--- config.mk ---
export PLATFORM = sky130hd
export DESIGN_NAME = prog_loader
export DESIGN_NICKNAME = d
export VERILOG_FILES = /design/src/rtl/prog_loader_pkg.sv /design/src/rtl/prog_loader_uart_rx.sv /design/src/rtl/prog_loader.sv
export SDC_FILE = /design/constraint.sdc
export NUM_CORES = 1
export LEC_CHECK = 0
export CORE_MARGIN = 2
export CORE_UTILIZATION = 65
export DETAILED_ROUTE_END_ITERATION = 16
export PLACE_DENSITY = 0.85
export SKIP_LAST_GASP = 1
export SYNTH_ARGS = -nofsm -noshare
export SYNTH_HDL_FRONTEND = slang
export SYNTH_HIERARCHICAL = 1
export SYNTH_SLANG_ARGS = --single-unit
--- constraint.sdc ---
create_clock -name SYS_clk -period 6.3 [get_ports SYS_clk]
set_input_delay 1.26 -clock SYS_clk [delete_from_list [all_inputs] [get_ports SYS_clk]]
set_output_delay 1.26 -clock SYS_clk [all_outputs]
set_load 0.1 [all_outputs]
--- src/rtl/prog_loader_pkg.sv ---
// Shared encodings for the serial program loader: FSM states, frame sync byte,
// abort cause codes.
`ifndef INS_START_ADDRESS
`define INS_START_ADDRESS 32'h0000_0000
`endif

package prog_loader_pkg;

  typedef enum logic [2:0] {
    S_IDLE = 3'd0,
    S_LEN  = 3'd1,
    S_DATA = 3'd2,
    S_CSUM = 3'd3,
    S_DONE = 3'd4,
    S_ERR  = 3'd5
  } load_state_t;

  typedef enum logic [1:0] {
    RX_IDLE  = 2'd0,
    RX_START = 2'd1,
    RX_DATA  = 2'd2,
    RX_STOP  = 2'd3
  } rx_state_t;

  localparam logic [7:0] SYNC_BYTE = 8'hA5;

  localparam logic [1:0] ERR_NONE = 2'd0;
  localparam logic [1:0] ERR_LEN  = 2'd1;
  localparam logic [1:0] ERR_CSUM = 2'd2;
  localparam logic [1:0] ERR_LINK = 2'd3;

endpackage

--- src/rtl/prog_loader_uart_rx.sv ---
// 8N1 UART receiver: 2-flop synchronizer, mid-bit sampling, one-cycle
// rx_valid / rx_ferr pulses.
module uart_rx_8n1
  import prog_loader_pkg::*;
#(
  parameter int CLKS_PER_BIT = 434
) (
  input  logic       clk,
  input  logic       rst_n,
  input  logic       rx,
  output logic       rx_valid,
  output logic [7:0] rx_byte,
  output logic       rx_ferr
);

  localparam int CW = $clog2(CLKS_PER_BIT + 1);
  localparam logic [CW-1:0] FULL = CW'(CLKS_PER_BIT - 1);
  localparam logic [CW-1:0] HALF = CW'(CLKS_PER_BIT / 2 - 1);

  rx_state_t     rs;
  logic          sync1, sync2, prev;
  logic [CW-1:0] cnt;
  logic [2:0]    bitn;
  logic [7:0]    shreg;

  always_ff @(posedge clk or negedge rst_n) begin
    if (!rst_n) begin
      sync1    <= 1'b1;
      sync2    <= 1'b1;
      prev     <= 1'b1;
      rs       <= RX_IDLE;
      cnt      <= '0;
      bitn     <= '0;
      shreg    <= '0;
      rx_valid <= 1'b0;
      rx_byte  <= '0;
      rx_ferr  <= 1'b0;
    end else begin
      sync1    <= rx;
      sync2    <= sync1;
      prev     <= sync2;
      rx_valid <= 1'b0;
      rx_ferr  <= 1'b0;
      case (rs)
        RX_IDLE: begin
          cnt <= '0;
          if (prev && !sync2) rs <= RX_START;
        end
        RX_START: begin
          // A start bit that is gone by mid-bit was a glitch.
          if (cnt == HALF) begin
            cnt  <= '0;
            bitn <= '0;
            rs   <= sync2 ? RX_IDLE : RX_DATA;
          end else begin
            cnt <= cnt + 1'b1;
          end
        end
        RX_DATA: begin
          if (cnt == FULL) begin
            cnt   <= '0;
            shreg <= {sync2, shreg[7:1]};
            if (bitn == 3'd7) rs <= RX_STOP;
            else              bitn <= bitn + 1'b1;
          end else begin
            cnt <= cnt + 1'b1;
          end
        end
        RX_STOP: begin
          if (cnt == FULL) begin
            cnt <= '0;
            rs  <= RX_IDLE;
            if (sync2) begin
              rx_valid <= 1'b1;
              rx_byte  <= shreg;
            end else begin
              rx_ferr <= 1'b1;
            end
          end else begin
            cnt <= cnt + 1'b1;
          end
        end
        default: rs <= RX_IDLE;
      endcase
    end
  end

endmodule

--- src/rtl/prog_loader.sv ---
// Serial program loader: receives an A5/length/payload/checksum frame over UART
// and writes the payload byte-by-byte into instruction memory from BASE_ADDR.
module prog_loader
  import prog_loader_pkg::*;
#(
  parameter int          CLKS_PER_BIT   = 434,
  parameter logic [31:0] BASE_ADDR      = `INS_START_ADDRESS,
  parameter int          MAX_BYTES      = 1000,
  parameter int          TIMEOUT_CYCLES = 50_000_000
) (
  input  logic        SYS_clk,
  input  logic        SYS_reset_n,
  input  logic        uart_rx,
  output logic        PC_to_mem_enable,
  output logic [7:0]  PC_to_mem_data,
  output logic [31:0] PC_to_mem_address,
  output logic        busy,
  output logic        load_done,
  output logic        load_error,
  output logic [1:0]  err_code
);

  localparam logic [31:0] TMAX = 32'(TIMEOUT_CYCLES - 1);
  localparam logic [31:0] LMAX = 32'(MAX_BYTES);

  logic        rx_valid, rx_ferr;
  logic [7:0]  rx_byte;

  load_state_t state;
  logic [31:0] len, idx, tcnt;
  logic [7:0]  acc;
  logic [1:0]  lcnt;
  logic [31:0] len_next;

  uart_rx_8n1 #(.CLKS_PER_BIT(CLKS_PER_BIT)) u_rx (
    .clk      (SYS_clk),
    .rst_n    (SYS_reset_n),
    .rx       (uart_rx),
    .rx_valid (rx_valid),
    .rx_byte  (rx_byte),
    .rx_ferr  (rx_ferr)
  );

  assign len_next = {len[23:0], rx_byte};

  always_ff @(posedge SYS_clk or negedge SYS_reset_n) begin
    if (!SYS_reset_n) begin
      state             <= S_IDLE;
      len               <= '0;
      idx               <= '0;
      tcnt              <= '0;
      acc               <= '0;
      lcnt              <= '0;
      PC_to_mem_enable  <= 1'b0;
      PC_to_mem_data    <= '0;
      PC_to_mem_address <= '0;
      busy              <= 1'b0;
      load_done         <= 1'b0;
      load_error        <= 1'b0;
      err_code          <= ERR_NONE;
    end else begin
      PC_to_mem_enable <= 1'b0;
      case (state)
        S_IDLE, S_DONE, S_ERR: begin
          tcnt <= '0;
          if (rx_valid && rx_byte == SYNC_BYTE) begin
            state      <= S_LEN;
            busy       <= 1'b1;
            load_done  <= 1'b0;
            load_error <= 1'b0;
            err_code   <= ERR_NONE;
            len        <= '0;
            idx        <= '0;
            acc        <= '0;
            lcnt       <= '0;
          end
        end
        default: begin
          if (rx_ferr) begin
            state      <= S_ERR;
            busy       <= 1'b0;
            load_error <= 1'b1;
            err_code   <= ERR_LINK;
          end else if (rx_valid) begin
            tcnt <= '0;
            case (state)
              S_LEN: begin
                len  <= len_next;
                lcnt <= lcnt + 1'b1;
                if (lcnt == 2'd3) begin
                  if (len_next == '0 || len_next > LMAX) begin
                    state      <= S_ERR;
                    busy       <= 1'b0;
                    load_error <= 1'b1;
                    err_code   <= ERR_LEN;
                  end else begin
                    state <= S_DATA;
                  end
                end
              end
              S_DATA: begin
                PC_to_mem_enable  <= 1'b1;
                PC_to_mem_data    <= rx_byte;
                PC_to_mem_address <= BASE_ADDR + idx;
                idx               <= idx + 32'd1;
                acc               <= acc + rx_byte;
                if (idx == len - 32'd1) state <= S_CSUM;
              end
              default: begin
                busy <= 1'b0;
                if (rx_byte == acc) begin
                  state     <= S_DONE;
                  load_done <= 1'b1;
                end else begin
                  state      <= S_ERR;
                  load_error <= 1'b1;
                  err_code   <= ERR_CSUM;
                end
              end
            endcase
          end else if (tcnt == TMAX) begin
            // Inter-byte gap too long: treat as a dead link.
            state      <= S_ERR;
            busy       <= 1'b0;
            load_error <= 1'b1;
            err_code   <= ERR_LINK;
          end else begin
            tcnt <= tcnt + 32'd1;
          end
        end
      endcase
    end
  end

endmodule

==> flow_results.org, run 1 <==
** Run status
- The flow ran to the end, and the final reports show no timing, DRC or antenna violations.

** Layout
- Most frequent cells in the layout :: dfrtp_1, nand2_1, nor2_1
- The repair_antennas step left the layout with diodes totalling 0.
- Relative to the synthesized area, the layout overhead comes to 11.2%.
- Counting the fill cells in the layout gives 1,044.
- Ratio of cells with drive above 1 in the final layout :: 7.93%
- At the end of the flow, the number of nets in the layout was 1,094.
- Total area of sequential cells :: 0.00476 sq mm
- Commonest non-fill, non-tap cell in the layout :: dfrtp_1
- In the final layout, the multi-input gates occupy 0.00485 sq mm.
- Cells fill 73.4% of the core in the end.
- Post-Layout Cell Count :: 1,273

** Detailed routing
- DRC Markers :: 0
- Count of vias placed by the detailed router :: 8,135
- After detailed routing, the average wire length per cell comes to 18.5 um.
- Drt pass-1 iters :: 5
- Post-Route WL :: 23,600 um
- Using the TritonRoute via totals, the vias-per-cell ratio works out to 6.39.
- 1st-iter DRT viols :: 863
- The detail route stage leaves a number of antenna-violating nets equal to 0.

** Clock network
- Clock slew at the register clock pins of the worst setup and hold paths :: 0.07 ns
- Number of gates resized after CTS :: 0
- Insertion delay of the later-clocked pin in the worst-skew pair :: 0.45 ns
- Clock H-tree levels :: 4
- Post-CTS timing repair inserted 0 buffers for setup.
- Cts bufs inserted :: 17
- Hold repair after CTS inserted 0 buffers.
- TritonCTS built the clock tree.
- Counting every sink on the clock net gives 190.
- In this run the clock root is driven by a clkbuf_16.
- The clock passes through at most 2 buffers.

** Pwr
- Switching pwr :: 607 uW
- Sw Share :: 24.9%
- Internal Dissipation :: 1830 uW
- Leakage power summed over all cells :: 0.00500 uW
- Per report_power, the clock group accounts for 42.7% of the total.
- In this run, flip-flops and latches consume 52.9% of the power.
- VDD sags by at most 0.182 mV.
- Dividing total power by cell area gives a power density of 220 mW/mm^2.
- Per report_power, the combinational group accounts for 4.4% of the total.

** Placement
- Pre-CTS setup slack :: 3.18 ns
- Cell count after placement :: 1,241
- RePlAce Congestion :: 0.971
- PortBufs :: 48
- The HPWL after detailed placement is 16,100 um.

** Critical path
- For the worst setup path, the data required time is 5.04 ns.
- Among all stages on the critical path, the largest delay is contributed by clkdlybuf4s50_1.
- Slowest Stage Delay on Critical Path :: 1.16 ns
- In this run the worst path has a maximum fanout of 2.
- Kind of cell adding the most delay to the critical path :: buffers and inverters
- STA puts the critical path data arrival time at 1.98 ns.
- Buffering stage count on the worst path with inverters included :: 1
- The critical path is of the reg -> out type.
- Critical path, cell by cell :: clkdlybuf4s50_1
- Critical path startpoint category :: flop
- Endpoint kind of the worst setup timing path :: output port

** Timing
- Final hold violation count :: 0
- Setup repair after global routing left no endpoint under its margin.
- Setup violations remaining at the end of the flow were counted as 0.
- Tightest slew margin relative to the limit :: 22.5%
- The final count of pins violating max slew is 0.
- Pin slew with the least headroom to its limit :: 1.16 ns
- Setup TNS :: 0 ns
- Clock Skews :: 0.0104 ns
- The worst path uses 51.5% of the clock period.
- Top achievable clock speed :: 0.308 GHz
- Time the final worst path needs with I/O delays and setup :: 3.24 ns
- The tightest hold path in the finished design has a slack of 0.350 ns.
- In the post-route analysis, the smallest setup slack over all paths is 3.06 ns.

** GRT
- The initial antenna violation count came to 0.
- Entering global routing, the biggest net connects 85 pins.
- The first global-routing pass estimated 38,300 um of wire.
- Global routing used 29.8% of the available tracks.
- After global routing the overflow that remains totals 0.
- The number of global-route vias before repair is 7,625.

** Min path
- Worst hold path class :: reg -> reg

** Flow run
- Max-cap violations in this run came to 0.

** Die
- Core outline area :: 0.0151 sq mm
- Initial standard-cell utilization of the core :: 66.0%
- In this run the count of I/O pins placed on the die edge is 49.
- Number of rows in the core area :: 45
- Die width :: 128 um
- Measured along the y axis, the die boundary spans 128 um.
- Die ar. :: 0.0163 sq mm

** Yosys
- The cell count after synthesis came out at 1,060.
- Sequential-to-total area share from yosys stat :: 47.8%
- Biggest area contributors in the synthesized netlist :: dfrtp_1, nand2_1, xnor2_1, nor2_1, xor2_1
- Each instance of the synthesized netlist takes up on average 9.39 sq um.
- Summing every instance area after synthesis gives 0.00996 sq mm.
- Post-synthesis cell type count :: 76
- For this run, the leading register cell type out of synthesis is dfrtp_1.
- Synth top area share :: 47.0%
- Syn_nets :: 1,082
- In this run, synthesis inferred 0 flip-flops with an integrated enable.
- For this run, the number of Yosys warnings is 6.
- Share of flip-flops with an asynchronous set or reset after synthesis :: 100%
- Summed over all instances, the cell type with the most area after synthesis is dfrtp_1.
- #FFs+latches synth :: 190
## power by group through the flow
stage	Sequential (uW)	Clock, uW	Combinational (uW)
detailed placement	1310	0	110
global placement	1310	0	102
finish	1290	1040	107
global route	1290	1100	124
CTS	1290	1050	110
floorplan	1290	0	82.8
## state kept, by name, summed over array words and instances (netlist names), named ones only
register,flops
PC_to_mem_address,32
PC_to_mem_data,8
PC_to_mem_enable,1
acc,8
busy,1
err_code,2
idx,32
lcnt,2
len,32
load_done,1
load_error,1
state,3
tcnt,32
u_rx/bitn,3
u_rx/cnt,9
u_rx/prev,1
u_rx/rs,1
u_rx/rx_byte,8
u_rx/rx_ferr,1
u_rx/rx_valid,1
u_rx/shreg,8
u_rx/sync1,1
u_rx/sync2,1
## final timing paths
check                                  start                 to  slack (ns)  depth (start not counted)
max reg2reg                           len[6]           state[0]        3.08                          7
min in group asynchronous        SYS_reset_n           tcnt[11]        0.72                          1
max                        PC_to_mem_data[7]  PC_to_mem_data[7]        3.06                          1
min reg2reg                       u_rx/sync1         u_rx/sync2        0.35                          0
max in group asynchronous        SYS_reset_n             idx[8]        4.21                          2
min                               u_rx/sync1         u_rx/sync2        0.35                          0
## Yosys cell counts (25+ instances only)
| cell type | instances |
|---|---|
| nor3_1 | 29 |
| xor2_1 | 40 |
| inv_1 | 29 |
| nor2_1 | 96 |
| nand3_1 | 39 |
| dfrtp_1 | 187 |
| nand4_1 | 30 |
| clkbuf_1 | 56 |
| a22o_1 | 30 |
| nand2_1 | 172 |
| o21ai_0 | 42 |
| nor4_1 | 25 |
| xnor2_1 | 53 |
| a21oi_1 | 25 |
## per-stage QoR
| stage | power [uW] | cell area, sq um |
|---|---|---|
| CTS | 2450 | 11100 |
| floorplan | 1370 | 9960 |
| finish | 2430 | 11100 |
| global placement | 1410 | 10500 |
| global route | 2520 | 11100 |
| detailed placement | 1420 | 10500 |
## cells by family (layout without fill, tap and decap cells)
logic type               Yosys count  in the layout  synth area share (%)
AO/OA/AOI/OAI                    162            162                  11.3
XOR/XNOR                          94             94                  8.41
adder cells (fa/ha/maj)           19             19                  2.46
buffers and inverters             94            119                  3.61
flip-flops                       190            190                  47.8
multiplexers                      22             22                  2.45
AND/OR/NAND/NOR                  479            479                  24.0
## area by class of cell
cell class / instances / share of cell area, %
timing repair buffer: 58 / 5.05
clock inverter: 13 / 1.05
inverter: 29 / 0.983
multi-input combinational: 776 / 43.7
clock buffer: 19 / 4.09
tap: 188 / 2.12
sequential: 190 / 43.0
## per-layer routing
metal  track usage (%)  vias up  routed length (um)  share of wire (%)
li1                  -     3759                   -                  -
met1              39.5     3898                9790                 42
met2              48.6      390               11400                 49
met3              6.30       88                1560                6.6
met4              11.3        0                 778                3.3
met5                 0        -                   0                  0
Note: power is estimated with default switching activity, not from simulation.
==> run 2, diff against run 1 <==
--- a/config.mk
+++ b/config.mk
@@ -6,9 +6,9 @@
 export NUM_CORES = 1
 export LEC_CHECK = 0
 export CORE_MARGIN = 2
-export CORE_UTILIZATION = 65
+export CORE_UTILIZATION = 55
 export DETAILED_ROUTE_END_ITERATION = 16
-export PLACE_DENSITY = 0.85
+export PLACE_DENSITY = 0.77
 export SKIP_LAST_GASP = 1
 export SYNTH_ARGS = -nofsm -noshare
 export SYNTH_HDL_FRONTEND = slang
==> constraint.sdc (replaced) <==
create_clock -name SYS_clk -period 2.65 [get_ports SYS_clk]
set_input_delay 0.53 -clock SYS_clk [delete_from_list [all_inputs] [get_ports SYS_clk]]
set_output_delay 0.53 -clock SYS_clk [all_outputs]
set_load 0.1 [all_outputs]
==> run 2 against run 1 <==
Critical path type is now reg -> reg; global-route usage shrank 4.5 points; via count shrank 0.47%; setup slack got worse by 2.9 ns; routed wire length hardly changed; combinational power is 140% higher; sequential share of layout area fell by 1.9 points.
==> flow_results.org, run 2 (synthesized netlist as in run 1, its figures left out) <==
** Run status
- The flow ran to the end, and the final reports show no timing, DRC or antenna violations.

** Clock network
- Insertion delay of the later-clocked pin in the worst-skew pair :: 0.44 ns
- TritonCTS created 17 clock buffers.
- Clock tree synthesis found a total of 190 sinks.
- The root buffer cell chosen for the clock tree is clkbuf_16.
- TritonCTS clock tree :: yes
- Clock slew at the register clock pins of the worst setup and hold paths :: 0.07 ns
- The H-tree generated during clock tree synthesis spans 4 levels.
- Deepest clock path buffer count :: 2

** Timing
- The final count of pins violating max slew came to 0.
- Pin slew with the least headroom to its limit :: 0.665 ns
- Final setup slack of the worst path :: 0.109 ns
- The number of endpoints with negative hold slack in the final report is 0.
- The routed design could run at a clock period as short as 2.54 ns.
- The tightest hold path in the finished design has a slack of 0.122 ns.
- The worst path uses 95.9% of the clock period.
- Tightest slew margin relative to the limit :: 55.7%
- For this run, the top clock speed supported by timing is 0.394 GHz.
- Setup TNS :: 0 ns
- Setup violations remaining at the end of the flow were counted as 0.
- Clock Skews :: 0.0110 ns
- Setup repair after global routing missed its margin :: false

** Detailed routing
- Avg Vias per Cell :: 5.88
- Count of vias placed by the detailed router :: 8,097
- 1st-iter DRT viols :: 657
- In this run the remaining antenna-violating nets after routing total 0.
- Drt pass-1 iters :: 5
- Average detailed-routed wire length per instance :: 17.1 um
- DRC Markers :: 0
- Post-Route WL :: 23,600 um

** Flow run
- The tool flagged a number of max-cap violations equal to 0.

** Die
- In this run the standard cell core region covers 0.0178 sq mm.
- The floorplan step defined a die boundary enclosing 0.0192 sq mm.
- Chip height :: 139 um
- From left edge to right edge, the die measures 139 um.
- Initial standard-cell utilization of the core :: 55.8%
- Pin placement for this block handled 49 I/O pins.
- Number of rows in the core area :: 49

** Placement
- Pre-CTS setup slack :: 0.0560 ns
- The wire-length estimate of the detail-placed layout is 16,800 um.
- PortBufs :: 48
- The congestion estimate from routability-driven global placement came to 0.972.

** Layout
- The post-route netlist has 17.6% of its cells at a drive strength greater than 1.
- The net count of the finished layout is 1,158.
- Fill cells in the final layout number 1,435.
- Area added between synthesis and finish :: 16.2%
- The repair_antennas step left the layout with diodes totalling 0.
- Commonest non-fill, non-tap cell in the layout :: dfrtp_1
- Most frequent cells in the layout :: dfrtp_1, nand2_1, buf_4
- Cells fill 64.9% of the core in the end.

** Critical path
- Data arrives at the worst endpoint at 2.86 ns.
- Endpoint required time on the critical path :: 2.97 ns
- STA classifies the critical path endpoint as a flop.
- By startpoint and endpoint, the worst setup path is classified as reg -> reg.
- In this run the worst path has a maximum fanout of 5.
- The worst setup path is launched from a flop.
- The worst register-to-register path has a setup slack of 0.11 ns.

** Pwr
- Across the VDD grid, the largest voltage drop is 0.446 mV.
- Total power for the finished layout comes to 5800 uW.
- Dividing total power by cell area gives a power density of 501 mW/mm^2.
- Leakage power summed over all cells :: 0.00543 uW

** GRT
- Across every metal layer, demand over resource in global routing totals 25.3%.
- For this run the aggregate overflow at the end of global routing stands at 0.
- Pin count of the biggest net entering global routing :: 79
- Vias in the first global route :: 7,893
- Initial antenna violation count :: 0
- The first global-routing pass estimated 39,600 um of wire.

** Min path
- The tightest min-delay check is of the in -> async type.
-- run 2: cell types whose count changed in the layout (fill, tap and decap cells not counted), moves of 2 or more --
cell             before  now
clkinvlp_4            2    4
clkdlybuf4s50_1      47    1
inv_6                 7    5
nor4_2                2    6
nor4_1               25   21
buf_12                0    3
buf_4                10  117
-- run 2: timing repair --
item / 4_1_cts / 5_1_grt
endpoints found under the setup margin: 0 / 5
gates resized for setup: 0 / 8
buffers inserted: 0 / 1
hold buffers: 0 / 0
-- run 2: power by group --
group	switching [uW]	internal (uW)	total, uW
registers	97.9	2960	3060
clock network	1210	1260	2480
logic	156	103	259
-- run 2: final cells by class --
| type | count | area [sq um] | share of cell area [%] |
|---|---|---|---|
| multi-input cells | 776 | 4890 | 42.3 |
| flip-flops and latches | 190 | 4760 | 41.1 |
| inverters | 29 | 109 | 0.940 |
| clock buffers | 18 | 439 | 3.79 |
| well taps | 229 | 287 | 2.48 |
| clock inverters | 14 | 130 | 1.12 |
| repair buffers | 122 | 962 | 8.31 |
-- run 2: worst max-delay path, stage by stage, from the launching register on --
cell and delay (ns):
dfrtp_1 0.38, or4_1 0.55, nor4_2 0.31, a31oi_1 0.16, a221o_2 0.46, nor3_4 0.22
mux2_2 0.35
-- run 2: final timing paths --
| check | startpoint | endpoint | depth (start not counted) |
|---|---|---|---|
| min | SYS_reset_n | tcnt[19] | 1 |
| max reg2reg | tcnt[18] | busy | 6 |
| max in group asynchronous | SYS_reset_n | tcnt[1] | 2 |
| max | tcnt[18] | busy | 6 |
| min reg2reg | u_rx/sync1 | u_rx/sync2 | 0 |
| min in group SYS_clk | u_rx/sync1 | u_rx/sync2 | 0 |
-- run 2: layer usage --
| layer | share of wire [%] | global-route usage [%] | vias up |
|---|---|---|---|
| met2 | 50 | 42.5 | 238 |
| met3 | 4.3 | 4.07 | 44 |
| met4 | 2.2 | 8.38 | 0 |
| met1 | 44 | 33.9 | 3935 |
| li1 | - | - | 3880 |
| met5 | 0 | 0 | - |
-- run 2: metrics by stage --
| step | cells | cell area [sq um] |
|---|---|---|
| 2_1_floorplan | 1060 | 9960 |
| 3_3_place_gp | 1345 | 11000 |
| 3_5_place_dp | 1345 | 11000 |
| 4_1_cts | 1377 | 11500 |
| 5_1_grt | 1378 | 11600 |
| 6_report | 1378 | 11600 |
==> run 3, diff against run 2 <==
--- a/config.mk
+++ b/config.mk
@@ -9,6 +9,7 @@
 export CORE_UTILIZATION = 55
 export DETAILED_ROUTE_END_ITERATION = 16
 export PLACE_DENSITY = 0.77
+export RECOVER_POWER = 50
 export SKIP_LAST_GASP = 1
 export SYNTH_ARGS = -nofsm -noshare
 export SYNTH_HDL_FRONTEND = slang
==> run 3 against run 2 <==
The flow now finishes with violations (capacitance limit, slew limit); flip-flop and latch count did not move; setup slack about the same; clock skew down 0.0024 ns; final cell count unchanged; clock power about the same; largest power group unchanged; largest cell class unchanged; non-clock buffer count did not move.
==> flow_results.org, run 3 (synthesized netlist as in run 1, its figures left out) <==
** GRT
- Initial antenna violation count :: 0
- Entering global routing, the biggest net connects 79 pins.
- Vias in the first global route :: 7,893
- The first global-routing pass estimated 39,600 um of wire.
- Summed over all layers, the global routing overflow is 0.
- Across every metal layer, demand over resource in global routing totals 25.3%.

** Layout
- In the final layout, the share of cells above drive strength 1 is 15.5%.
- Excluding fillers, the count of instances in the completed layout stands at 1,378.
- Count of inserted antenna diode cells :: 0
- Filler Cell Count :: 1,463
- Commonest non-fill, non-tap cell in the layout :: dfrtp_1
- The finished cells cover 0.0114 sq mm.
- In the final layout, flip-flops and latches occupy 0.00476 sq mm.
- Summing all multi-input logic gate instances after layout gives 0.00487 sq mm.
- Compared with the post-synthesis result, the final layout area differs by 15.0%.
- End-of-flow core utilization :: 64.2%
- # nets final :: 1,158
- In the layout the commonest cells are dfrtp_1, nand2_1, nor2_1.

** Pwr
- Maximum vdd drop :: 0.446 mV
- Total power density per cell area :: 505 mW/mm^2
- Leakage power summed over all cells :: 0.00533 uW
- Final Total Pwr :: 5780 uW

** Clock network
- Clock H-tree levels :: 4
- Cts bufs inserted :: 17
- At the later pin of the worst-skew pair, clock insertion delay measures 0.44 ns.
- After clock tree synthesis, the clock-pin slew on the worst setup and hold paths is 0.07 ns.
- TritonCTS clock tree :: yes
- Deepest clock path buffer count :: 2
- The root buffer cell chosen for the clock tree is clkbuf_16.
- For this design, the sink count on the clock tree is 190.

** Critical path
- The slowest stage of the critical path belongs to the cell or4_1.
- Endpoint kind of the worst setup timing path :: flop
- Setup slack on the worst reg-to-reg path comes out at 0.11 ns.
- Critical path fanouts, max :: 5
- At the worst endpoint, the arrival time is 2.86 ns.
- The largest single stage delay on the critical path is 0.55 ns.
- Worst Path Class, Setup :: reg -> reg
- Critical path, cell by cell :: or4_1, nor4_2, a31oi_1, a221o_2, nor3_4, mux2_2
- Endpoint required time on the critical path :: 2.97 ns
- The worst setup path is launched from a flop.

** Die
- The total area inside the core boundary comes to 0.0178 sq mm.
- In this run the horizontal extent of the chip is 139 um.
- Top-level I/O count :: 49
- The die covers 0.0192 sq mm.
- Chip height :: 139 um
- Number of rows in the core area :: 49
- Initial standard-cell utilization of the core :: 55.8%

** Detailed routing
- DRC Markers :: 0
- In the routed layout, each cell is associated on average with a via count of 5.92.
- Drt pass-1 iters :: 6
- Post-Route WL :: 23,700 um
- In this run, the number of DRC markers left after iteration 0 of detailed routing was 598.
- Residual antenna-violating net count after detailed routing :: 0
- Average detailed-routed wire length per instance :: 17.2 um
- The routed layout has 8,160 vias.

** Placement
- PortBufs :: 48
- At the end of routability-driven placement, the weighted congestion stood at 0.972.
- Cell count after placement :: 1,345
- DP Wirelength :: 16,800 um
- Summing all placed instances gives a cell area of 0.0110 sq mm.

** Timing
- For this run, the top clock speed supported by timing is 0.393 GHz.
- Final setup violation count :: 0
- Post-route clock period utilization :: 95.9%
- Summed over all failing endpoints, the final setup total negative slack is 0 ns.
- The number of endpoints with negative hold slack in the final report was 0.
- Fin. max-slew vios :: 78
- Clock Skews :: 0.00854 ns
- Pin slew with the least headroom to its limit :: 2.02 ns
- Tightest slew margin relative to the limit :: -34.5%
- Time the final worst path needs with I/O delays and setup :: 2.54 ns
- Setup repair after global routing left no endpoint under its margin.

** Min path
- In this run the worst hold path is classified as reg -> reg.

** Run status
- The run finished, with violations left.
- The checks that failed: capacitance limit, slew limit.

** Flow run
- Across the run, the number of max-cap violations was 1.
-- run 3: cell types whose count changed in the layout (fill, tap and decap cells not counted), sizes merged --
cell	previous run	this run
clkbuf	19	42
buf	120	97
clkdlybuf4s50	1	0
dlygate4sd3	0	1
-- run 3: power breakdown --
group	total, uW	internal, uW	switching (uW)
Combinational	250	96.4	154
Clock	2480	1260	1210
Sequential	3050	2960	90.1
-- run 3: worst paths after layout --
path	startpoint	end	cells after the start
min in group asynchronous	SYS_reset_n	tcnt[19]	1
min	u_rx/sync1	u_rx/sync2	0
min reg2reg	u_rx/sync1	u_rx/sync2	0
max	tcnt[18]	busy	6
max reg2reg	tcnt[18]	busy	6
max in group asynchronous	SYS_reset_n	tcnt[13]	2
-- run 3: critical path: cells and delay by family, from the launching register on --
kind             cells  cell delay, ns
AO/OA/AOI/OAI        2            0.62
flip-flops           1            0.38
multiplexers         1            0.35
AND/OR/NAND/NOR      3            1.08
-- run 3: what timing repair did --
item / CTS / global route
hold buffers: 0 / 0
setup endpoints to repair: 0 / 5
setup buffers: 0 / 1
gates resized for setup: 0 / 8
-- run 3: stage by stage --
step           worst slack, ns  hold slack [ns]
5_1_grt                 0.0159            0.366
3_5_place_dp            0.0560            0.348
2_1_floorplan           0.0286            0.234
3_3_place_gp            0.0748            0.346
6_report                 0.109            0.364
4_1_cts                 0.0360            0.152
-- run 3: layout make-up --
type / instances / area share [%]
multi-input cells: 776 / 42.5
flip-flops and latches: 190 / 41.6
repair buffers: 122 / 7.49
clock buffers: 18 / 3.84
well taps: 229 / 2.50
clock inverters: 14 / 1.14
inverters: 29 / 0.951
-- run 3: layer usage --
layer  up-vias  part of all wire [%]  GRT usage [%]  wire (um)
met4         0                   2.6           8.38        619
met2       251                    49           42.5      11600
met1      3979                    44           33.9      10400
li1       3876                     -              -          -
met5         -                     0              0          0
met3        54                   4.4           4.07       1050
